[config.mk]
export PLATFORM = sky130hd
export DESIGN_NAME = instruction_fetch_flat
export DESIGN_NICKNAME = d
export VERILOG_FILES = /design/src/rtl/instruction_fetch_if.sv /design/src/rtl/instruction_fetch.sv /design/src/flat_wrapper.sv
export SDC_FILE = /design/constraint.sdc
export NUM_CORES = 1
export LEC_CHECK = 0
export CAP_MARGIN = 20
export CELL_PAD_IN_SITES_DETAIL_PLACEMENT = 1
export CELL_PAD_IN_SITES_GLOBAL_PLACEMENT = 1
export CORE_ASPECT_RATIO = 1.25
export CORE_MARGIN = 5
export CORE_UTILIZATION = 38
export CTS_CLUSTER_DIAMETER = 60
export CTS_CLUSTER_SIZE = 25
export DETAILED_ROUTE_END_ITERATION = 12
export PLACE_DENSITY_LB_ADDON = 0.08
export SETUP_SLACK_MARGIN = 0.15
export SLEW_MARGIN = 5
export SYNTH_ARGS = -nofsm -noshare
export SYNTH_HDL_FRONTEND = slang
export SYNTH_SLANG_ARGS = --single-unit
[constraint.sdc]
create_clock -name clk -period 3.6 [get_ports clk]
set_clock_uncertainty 0.15 [all_clocks]
set_input_delay 0.72 -clock clk [delete_from_list [all_inputs] [get_ports clk]]
set_output_delay 0.72 -clock clk [all_outputs]
set_load 0.02 [all_outputs]
[src/rtl/instruction_fetch_if.sv]
// instruction_fetch_if: memory request/response, decode handshake, redirect and halt signals of the fetch stage.
// master is the fetch stage; slave is its surroundings (memory, decode, execute).
interface instruction_fetch_if;
    logic        mem_req_valid;
    logic        mem_req_ready;
    logic [31:0] mem_req_addr;
    logic        mem_resp_valid;
    logic [31:0] mem_resp_data;
    logic        out_valid;
    logic        out_ready;
    logic [31:0] out_instr;
    logic [31:0] out_pc;
    logic        redirect_valid;
    logic [31:0] redirect_pc;
    logic        halt;
    logic        halted;

    modport master (
        output mem_req_valid, mem_req_addr, out_valid, out_instr, out_pc, halted,
        input  mem_req_ready, mem_resp_valid, mem_resp_data, out_ready, redirect_valid, redirect_pc, halt
    );

    modport slave (
        input  mem_req_valid, mem_req_addr, out_valid, out_instr, out_pc, halted,
        output mem_req_ready, mem_resp_valid, mem_resp_data, out_ready, redirect_valid, redirect_pc, halt
    );
endinterface

[src/rtl/instruction_fetch.sv]
// instruction_fetch: in-order fetch stage with credit-limited requests, {word, PC} FIFO, redirect flush and halt.
// Define FETCH_MISALIGN_TRAP_EN to halt on a misaligned redirect target instead of aligning it.
module instruction_fetch #(
    parameter logic [31:0] RESET_PC = 32'h0000_0000,
    parameter int          DEPTH    = 2
) (
    input logic                 clk,
    input logic                 reset_n,
    instruction_fetch_if.master bus
);
    localparam int            AW   = $clog2(DEPTH);
    localparam int            CW   = AW + 1;
    localparam logic [CW-1:0] FULL = CW'(DEPTH);

    typedef enum logic {RUN, HALTED} state_t;

    state_t        r_state, w_state_nxt;
    logic [31:0]   r_pc, w_pc_nxt, w_target;
    logic [CW-1:0] r_out, r_drop, r_cnt;
    logic [AW-1:0] r_qw, r_qr, r_fw, r_fr;
    logic [31:0]   r_pcq [DEPTH];
    logic [31:0]   r_fi  [DEPTH];
    logic [31:0]   r_fp  [DEPTH];
    logic          w_req_valid, w_fire, w_keep, w_pop, w_drop_resp, w_misalign;

`ifdef FETCH_MISALIGN_TRAP_EN
    assign w_target   = bus.redirect_pc;
    assign w_misalign = |bus.redirect_pc[1:0];
`else
    assign w_target   = bus.redirect_pc & ~32'h3;
    assign w_misalign = 1'b0;
`endif

    assign w_fire      = w_req_valid & bus.mem_req_ready;
    assign w_drop_resp = bus.mem_resp_valid & (r_drop != '0);
    assign w_keep      = bus.mem_resp_valid & (r_drop == '0) & !bus.redirect_valid;
    assign w_pop       = (r_cnt != '0) & bus.out_ready;

    // Credits count both in-flight requests and buffered words, so a response always finds room.
    always_comb begin
        w_req_valid = (r_state == RUN) & !bus.redirect_valid & (r_out + r_cnt < FULL);
        w_state_nxt = bus.redirect_valid ? (w_misalign ? HALTED : RUN) : bus.halt ? HALTED : r_state;
        w_pc_nxt    = bus.redirect_valid ? w_target : w_fire ? r_pc + 32'd4 : r_pc;
    end

    always_ff @(posedge clk) begin
        if (!reset_n) begin
            r_state <= RUN;
            r_pc    <= RESET_PC;
            r_out   <= '0;
            r_drop  <= '0;
            r_cnt   <= '0;
            r_qw    <= '0;
            r_qr    <= '0;
            r_fw    <= '0;
            r_fr    <= '0;
        end else begin
            r_state <= w_state_nxt;
            r_pc    <= w_pc_nxt;
            r_out   <= r_out + CW'(w_fire) - CW'(bus.mem_resp_valid);
            r_drop  <= bus.redirect_valid ? r_out - CW'(bus.mem_resp_valid) : r_drop - CW'(w_drop_resp);
            r_cnt   <= bus.redirect_valid ? '0 : r_cnt + CW'(w_keep) - CW'(w_pop);
            r_qw    <= r_qw + AW'(w_fire);
            r_qr    <= r_qr + AW'(bus.mem_resp_valid);
            r_fw    <= bus.redirect_valid ? '0 : r_fw + AW'(w_keep);
            r_fr    <= bus.redirect_valid ? '0 : r_fr + AW'(w_pop);
        end
    end

    // The PC queue survives redirects so that stale responses still pop their own entry.
    always_ff @(posedge clk) begin
        if (w_fire) r_pcq[r_qw] <= r_pc;
        if (w_keep) begin
            r_fi[r_fw] <= bus.mem_resp_data;
            r_fp[r_fw] <= r_pcq[r_qr];
        end
    end

    always_ff @(posedge clk) begin
        if (reset_n) begin
            assert (!(w_keep && r_cnt == FULL)) else $error("instruction_fetch: FIFO overflow");
`ifdef FETCH_MISALIGN_TRAP_EN
            assert (!(bus.redirect_valid && w_misalign)) else $error("instruction_fetch: misaligned redirect");
`endif
        end
    end

    assign bus.mem_req_valid = w_req_valid;
    assign bus.mem_req_addr  = r_pc;
    assign bus.out_valid     = r_cnt != '0;
    assign bus.out_instr     = bus.out_valid ? r_fi[r_fr] : '0;
    assign bus.out_pc        = bus.out_valid ? r_fp[r_fr] : '0;
    assign bus.halted        = r_state == HALTED;
endmodule

[src/flat_wrapper.sv]
// flat-port wrapper written by rule: the top's interface ports become plain ports
module instruction_fetch_flat 
#(
    parameter logic [31:0] RESET_PC = 32'h0000_0000,
    parameter int          DEPTH    = 2
)
  (clk, reset_n, bus_mem_req_valid, bus_mem_req_addr, bus_out_valid, bus_out_instr, bus_out_pc, bus_halted, bus_mem_req_ready, bus_mem_resp_valid, bus_mem_resp_data, bus_out_ready, bus_redirect_valid, bus_redirect_pc, bus_halt);
  instruction_fetch_if bus_i ();
  input logic clk;
  input logic reset_n;
  output wire logic [$bits(bus_i.mem_req_valid)-1:0] bus_mem_req_valid;
  output wire logic [$bits(bus_i.mem_req_addr)-1:0] bus_mem_req_addr;
  output wire logic [$bits(bus_i.out_valid)-1:0] bus_out_valid;
  output wire logic [$bits(bus_i.out_instr)-1:0] bus_out_instr;
  output wire logic [$bits(bus_i.out_pc)-1:0] bus_out_pc;
  output wire logic [$bits(bus_i.halted)-1:0] bus_halted;
  input wire logic [$bits(bus_i.mem_req_ready)-1:0] bus_mem_req_ready;
  input wire logic [$bits(bus_i.mem_resp_valid)-1:0] bus_mem_resp_valid;
  input wire logic [$bits(bus_i.mem_resp_data)-1:0] bus_mem_resp_data;
  input wire logic [$bits(bus_i.out_ready)-1:0] bus_out_ready;
  input wire logic [$bits(bus_i.redirect_valid)-1:0] bus_redirect_valid;
  input wire logic [$bits(bus_i.redirect_pc)-1:0] bus_redirect_pc;
  input wire logic [$bits(bus_i.halt)-1:0] bus_halt;
  assign bus_mem_req_valid = bus_i.mem_req_valid;
  assign bus_mem_req_addr = bus_i.mem_req_addr;
  assign bus_out_valid = bus_i.out_valid;
  assign bus_out_instr = bus_i.out_instr;
  assign bus_out_pc = bus_i.out_pc;
  assign bus_halted = bus_i.halted;
  assign bus_i.mem_req_ready = bus_mem_req_ready;
  assign bus_i.mem_resp_valid = bus_mem_resp_valid;
  assign bus_i.mem_resp_data = bus_mem_resp_data;
  assign bus_i.out_ready = bus_out_ready;
  assign bus_i.redirect_valid = bus_redirect_valid;
  assign bus_i.redirect_pc = bus_redirect_pc;
  assign bus_i.halt = bus_halt;
  instruction_fetch #(.RESET_PC(RESET_PC), .DEPTH(DEPTH)) u_core (.clk(clk), .reset_n(reset_n), .bus(bus_i));
endmodule
After elaboration in Yosys (flattened, before gate mapping)
Memory sizes are Yosys's and may differ from the RTL's. A register that Yosys moved wholly into a read port is not among the register bits.
Index checks and enable logic that the tools add are counted.

word-level totals
  register bits after elaboration = 43
  memory bits (writable) = 192
  bits of input ports = 71
  output and inout bits = 99
  word-level logic and storage cells = 53
  memories kept = 3

memories
  name          words  bits a word  rd ports  clocked after memory_dff  write ports  line                     RTL
  u_core.r_fi   2      32           1         1                         1            instruction_fetch.sv:22  logic [31:0] r_fi [DEPTH];
  u_core.r_fp   2      32           1         1                         1            instruction_fetch.sv:23  logic [31:0] r_fp [DEPTH];
  u_core.r_pcq  2      32           1         1                         1            instruction_fetch.sv:21  logic [31:0] r_pcq [DEPTH];

cells by class
  add/sub/neg operators = 12
  order comparisons = 1
  muxes and demuxes = 12
  bitwise gates (word level) = 9
  reduce and logical (&&, ||, !) cells = 6

operators by type and width
  cell                                                count
  2-to-1 mux 32 bit                                   4
  adder 32 x 3 -> 32 bit (second input constant)      1
  subtractor 2 x 1 -> 2 bit                           4
  AND 1 bit                                           7
  2-to-1 mux 1 bit                                    7
  nonzero test 2 bit                                  3
  adder 1 bit                                         4
  adder 2 x 1 -> 2 bit                                2
  adder 2 bit                                         1
  logical NOT 2 bit                                   1
  less-than comparator 2 bit (second input constant)  1
  2-to-1 mux 2 bit                                    1
  NOT 1 bit                                           2
  OR reduction 2 bit                                  1
  logical NOT 1 bit                                   1

Depth between registers and ports, before layout
  depth after elaboration = 6
  gate-level depth with buffers = 8
  depth with buffers taken out = 8

Worst setup path after synthesis
No wires, ideal clock.

  path kind = in2reg
  from = input port bus_redirect_valid
  to = memory u_core.r_fi[1][0], enable pin
  library setup time = 0.427 ns
  arrival = 3.000 ns
  required time = 3.023 ns
  slack = 0.023 ns
  cell stages on the path = 3
  buffers on the path = 1
  cells stage by stage = buf_1 > nor4b_1 > ha_1

on the way
  longest elaborated chain between the ends = 4

ends and longest elaborated chain
  element                                 line                     RTL
  start, declared                         flat_wrapper.sv:21       input wire logic [$bits(bus_i.redirect_valid)-1:0] bus_redirect_valid;
  logical NOT 1 bit                       instruction_fetch.sv:36  assign w_keep = bus.mem_resp_valid & (r_drop == '0) & !bus.redirect_valid;
  AND 1 bit                               instruction_fetch.sv:36
  2-to-1 mux 1 bit                        instruction_fetch.sv:73  if (w_keep) begin
  2-to-1 mux 1 bit (implied by the code)  instruction_fetch.sv:74  r_fi[r_fw] <= bus.mem_resp_data;
  end, declared                           instruction_fetch.sv:22

Every way passes these cells.

Final worst setup path
  from = register u_core.r_cnt[1]
  to = output port bus_mem_req_valid

on the way
  longest elaborated chain between the ends = 3

ends and longest elaborated chain
  element                     line                     RTL
  start, declared             instruction_fetch.sv:19  logic [CW-1:0] r_out, r_drop, r_cnt;
  start signal, assigned      instruction_fetch.sv:62  r_cnt <= bus.redirect_valid ? '0 : r_cnt + CW'(w_keep) - CW'(w_pop);
  adder 2 bit                 instruction_fetch.sv:41  w_req_valid = (r_state == RUN) & !bus.redirect_valid & (r_out + r_cnt < FULL);
  less-than comparator 2 bit  instruction_fetch.sv:41
  AND 1 bit                   instruction_fetch.sv:41
  end, declared               flat_wrapper.sv:11       output wire logic [$bits(bus_i.mem_req_valid)-1:0] bus_mem_req_valid;

Every way passes these cells.

==> flow_summary.json <==
{
  "io_pins": 170,
  "worst_hold_path.num_cells": 2,
  "rrSetupSlack_ns": 0.84,
  "fin_crit_ns": 3.22,
  "synth_area_um2": 9070,
  "r2r-end": "u_core.bus.mem_req_addr[21]",
  "power_mw": 5.57,
  "tightest_slew_ns": 0.683,
  "synth_top_area_share_pct": 60.9,
  "yosysMostFrequentCell": "edfxtp_1",
  "status": "finished clean",
  "gr-total-overflow": 0,
  "numClockSinks": 226,
  "pwr-share-seq_pct": 55.0,
  "synthCells": 629,
  "postLayoutSetupSlackWorst_ns": 0.376,
  "p_clk_share_pct": 33.3,
  "drt_pass1_iterations": 5,
  "power_switching_mw": 1.35,
  "grt_pass1_wl_um": 32300,
  "cp.arrival_ns": 2.35,
  "cp_max_fo": 11,
  "drc_errors": 0,
  "holdPathEnd": "u_core.bus.halted",
  "antenna_found_initial": 0,
  "synth_edf_count": 184,
  "dp_slack_ns": 0.381,
  "antennaDiodeCount": 0,
  "fp.dieW_um": 148,
  "clk_path_buf_depth": 3,
  "switching_share_pct": 24.2,
  "final_util_pct": 49.1,
  "track_usage_pct": 14.7,
  "dieArea_um2": 27100,
  "slew_violations": 0,
  "routed_wl_um": 20500,
  "pwr-share-comb_pct": 11.7,
  "worst-setup-path-type": "reg -> out",
  "hold_slack_ns": 0.399,
  "synth_area_leader_cell": "edfxtp_1",
  "drive_gt1_share_pct": 9.41,
  "fin_crit_sh_pct": 89.6,
  "die_h_um": 183,
  "clock_latency_ns": 0.48,
  "wire_per_inst_um": 18.8,
  "reg2reg_from": "u_core.bus.mem_req_addr[14]",
  "synth.yosys.seq_area_share_pct": 70.2,
  "netlist-cell-type-count": 40,
  "routed_via_density": 5.09,
  "place_area_um2": 11100,
  "slew_headroom_pct": 53.9,
  "place.gp.congestion": 0.781,
  "ys_ff_latch": 226,
  "cts_hold_buf": 0,
  "hold_class": "reg -> reg",
  "num_rows": 63,
  "grt_max_degree": 63,
  "setup_viol": 0,
  "coreArea_um2": 23600,
  "grt_pass1_vias": 6077,
  "async_flop_share_pct": 0,
  "cts_tree": "built",
  "root_buffer": "clkbuf_16",
  "ant_nets": 0,
  "yosys-top-cells-area": "edfxtp_1 61%, dfxtp_1 9.3%, mux2i_1 7.2%",
  "final_nets": 870,
  "clkTransAtPathRegs_ns": 0.09,
  "port_buffers": 163,
  "htreeDepth": 1,
  "start_util_pct": 38.4,
  "fill_cells": 2360,
  "final_cells": 1089,
  "hold_start": "u_core.bus.halted",
  "cp-start-kind": "flip-flop",
  "max_freq_mhz": 310,
  "avgSynthCellArea_um2": 14.4,
  "setup_tns_ns": 0,
  "end_kind": "output pin",
  "power.internal_mw": 4.22,
  "drtIter0Drc": 278,
  "dp_cells": 1064,
  "power_density_nw_per_um2": 479,
  "hold_violations": 0,
  "synth_common_cells": "184 x edfxtp_1, 72 x nor2_1, 65 x mux2i_1, 42 x dfxtp_1, 33 x o21ai_0",
  "dp_hpwl_um": 14200,
  "via_count": 5541,
  "cp.required_ns": 2.73,
  "vdd_ir_drop_max_v": 0.000278,
  "rsz0062_at_grt": "false",
  "numCtsBuffers": 15,
  "drv_cap": 0,
  "yosysWarnings": 0,
  "fin_area_um2": 11600,
  "ys.flop_type": "edfxtp_1",
  "syn_to_final_growth_pct": 28.1,
  "reg2reg_depth": 5,
  "p_leak_nw": 3.77
}
[per-layer routing]
metal,global-route usage [%],vias up,part of all wire [%]
li1,-,2658,-
met1,18.7,2687,43
met2,26.1,168,49
met3,2.64,28,5.7
met4,3.73,0,1.7
met5,0,-,0
[power groups by stage]
stage               combinational, mW  sequential, mW  clock (mW)
global placement                0.644            3.12           0
CTS                             0.666            3.07        1.93
detailed placement              0.659            3.13           0
floorplan                       0.334            3.13           0
finish                          0.651            3.06        1.85
global route                    0.710            3.08        2.02
[worst max-delay path, cell delays in order, from the launching register on]
cell             delay [ns]
dfxtp_1                0.46
xnor2_2                0.17
mux2i_2                0.59
nor2_1                 0.08
clkdlybuf4s50_1        0.56
[how the worst max path moves through the flow]
| stage | end | start | slack [ns] | depth (start not counted) |
|---|---|---|---|---|
| finish | bus_mem_req_valid | u_core.r_cnt[1] | 0.38 | 4 |
| floorplan | u_core.r_fi[1][0] | bus_redirect_valid | 0.02 | 3 |
| global route | bus_out_pc[19] | u_core.r_cnt[0] | 0.19 | 4 |
| detailed placement | u_core.r_fp[1][15] | bus_redirect_valid | 0.38 | 4 |
| global placement | u_core.r_fi[0][7] | bus_redirect_valid | 0.47 | 4 |
| CTS | bus_out_pc[19] | u_core.r_cnt[0] | 0.28 | 4 |
[area by class of cell]
| class | count | area, um2 | share of cell area (%) |
|---|---|---|---|
| clock buffer | 19 | 412 | 3.54 |
| inverter | 14 | 52.6 | 0.452 |
| sequential | 226 | 6370 | 54.8 |
| clock inverter | 6 | 109 | 0.937 |
| timing repair buffer | 177 | 1790 | 15.4 |
| tap | 292 | 365 | 3.14 |
| multi-input combinational | 355 | 2520 | 21.7 |
[placed cells by master (no fill, tap or decap), types with 4 or more instances in the layout]
master,count
edfxtp_1,184
clkdlybuf4s50_1,163
nor2_1,71
mux2i_1,64
dfxtp_1,41
o21ai_0,33
mux2_2,31
a31oi_1,17
clkbuf_16,16
inv_1,14
nand2_1,13
or4_1,12
a21oi_1,11
o31ai_1,11
nand3_1,10
buf_4,10
xor2_1,9
xnor2_1,8
or3_1,8
ha_1,8
and2_1,6
nand4_1,6
and3_1,4
conb_1,4
buf_12,4
[flip-flops by register name (all words and copies together), names as in the netlist, named ones only]
name                     count
u_core.bus.halted            1
u_core.bus.mem_req_addr     30
u_core.r_cnt                 2
u_core.r_drop                2
u_core.r_fi                 64
u_core.r_fp                 60
u_core.r_fr                  1
u_core.r_fw                  1
u_core.r_out                 2
u_core.r_pcq                60
u_core.r_qr                  1
u_core.r_qw                  1
[logic make-up (layout without fill, tap and decap cells)]
| kind of cell | count (synthesis) | count (layout) | synth area share [%] |
|---|---|---|---|
| other | 1 | 4 | 0.0413 |
| adder cells (fa/ha/maj) | 10 | 10 | 1.38 |
| flip-flops | 226 | 226 | 70.2 |
| AO/OA/AOI/OAI | 79 | 79 | 5.20 |
| buffers and inverters | 51 | 216 | 2.30 |
| multiplexers | 96 | 96 | 11.0 |
| XOR/XNOR | 18 | 18 | 1.82 |
| AND/OR/NAND/NOR | 148 | 148 | 8.06 |
[timing repair]
action                     in CTS  in global routing
setup endpoints to repair       1                  0
buffers inserted                0                  0
resized for setup               1                  0
Note: power is estimated with default switching activity, not from simulation.
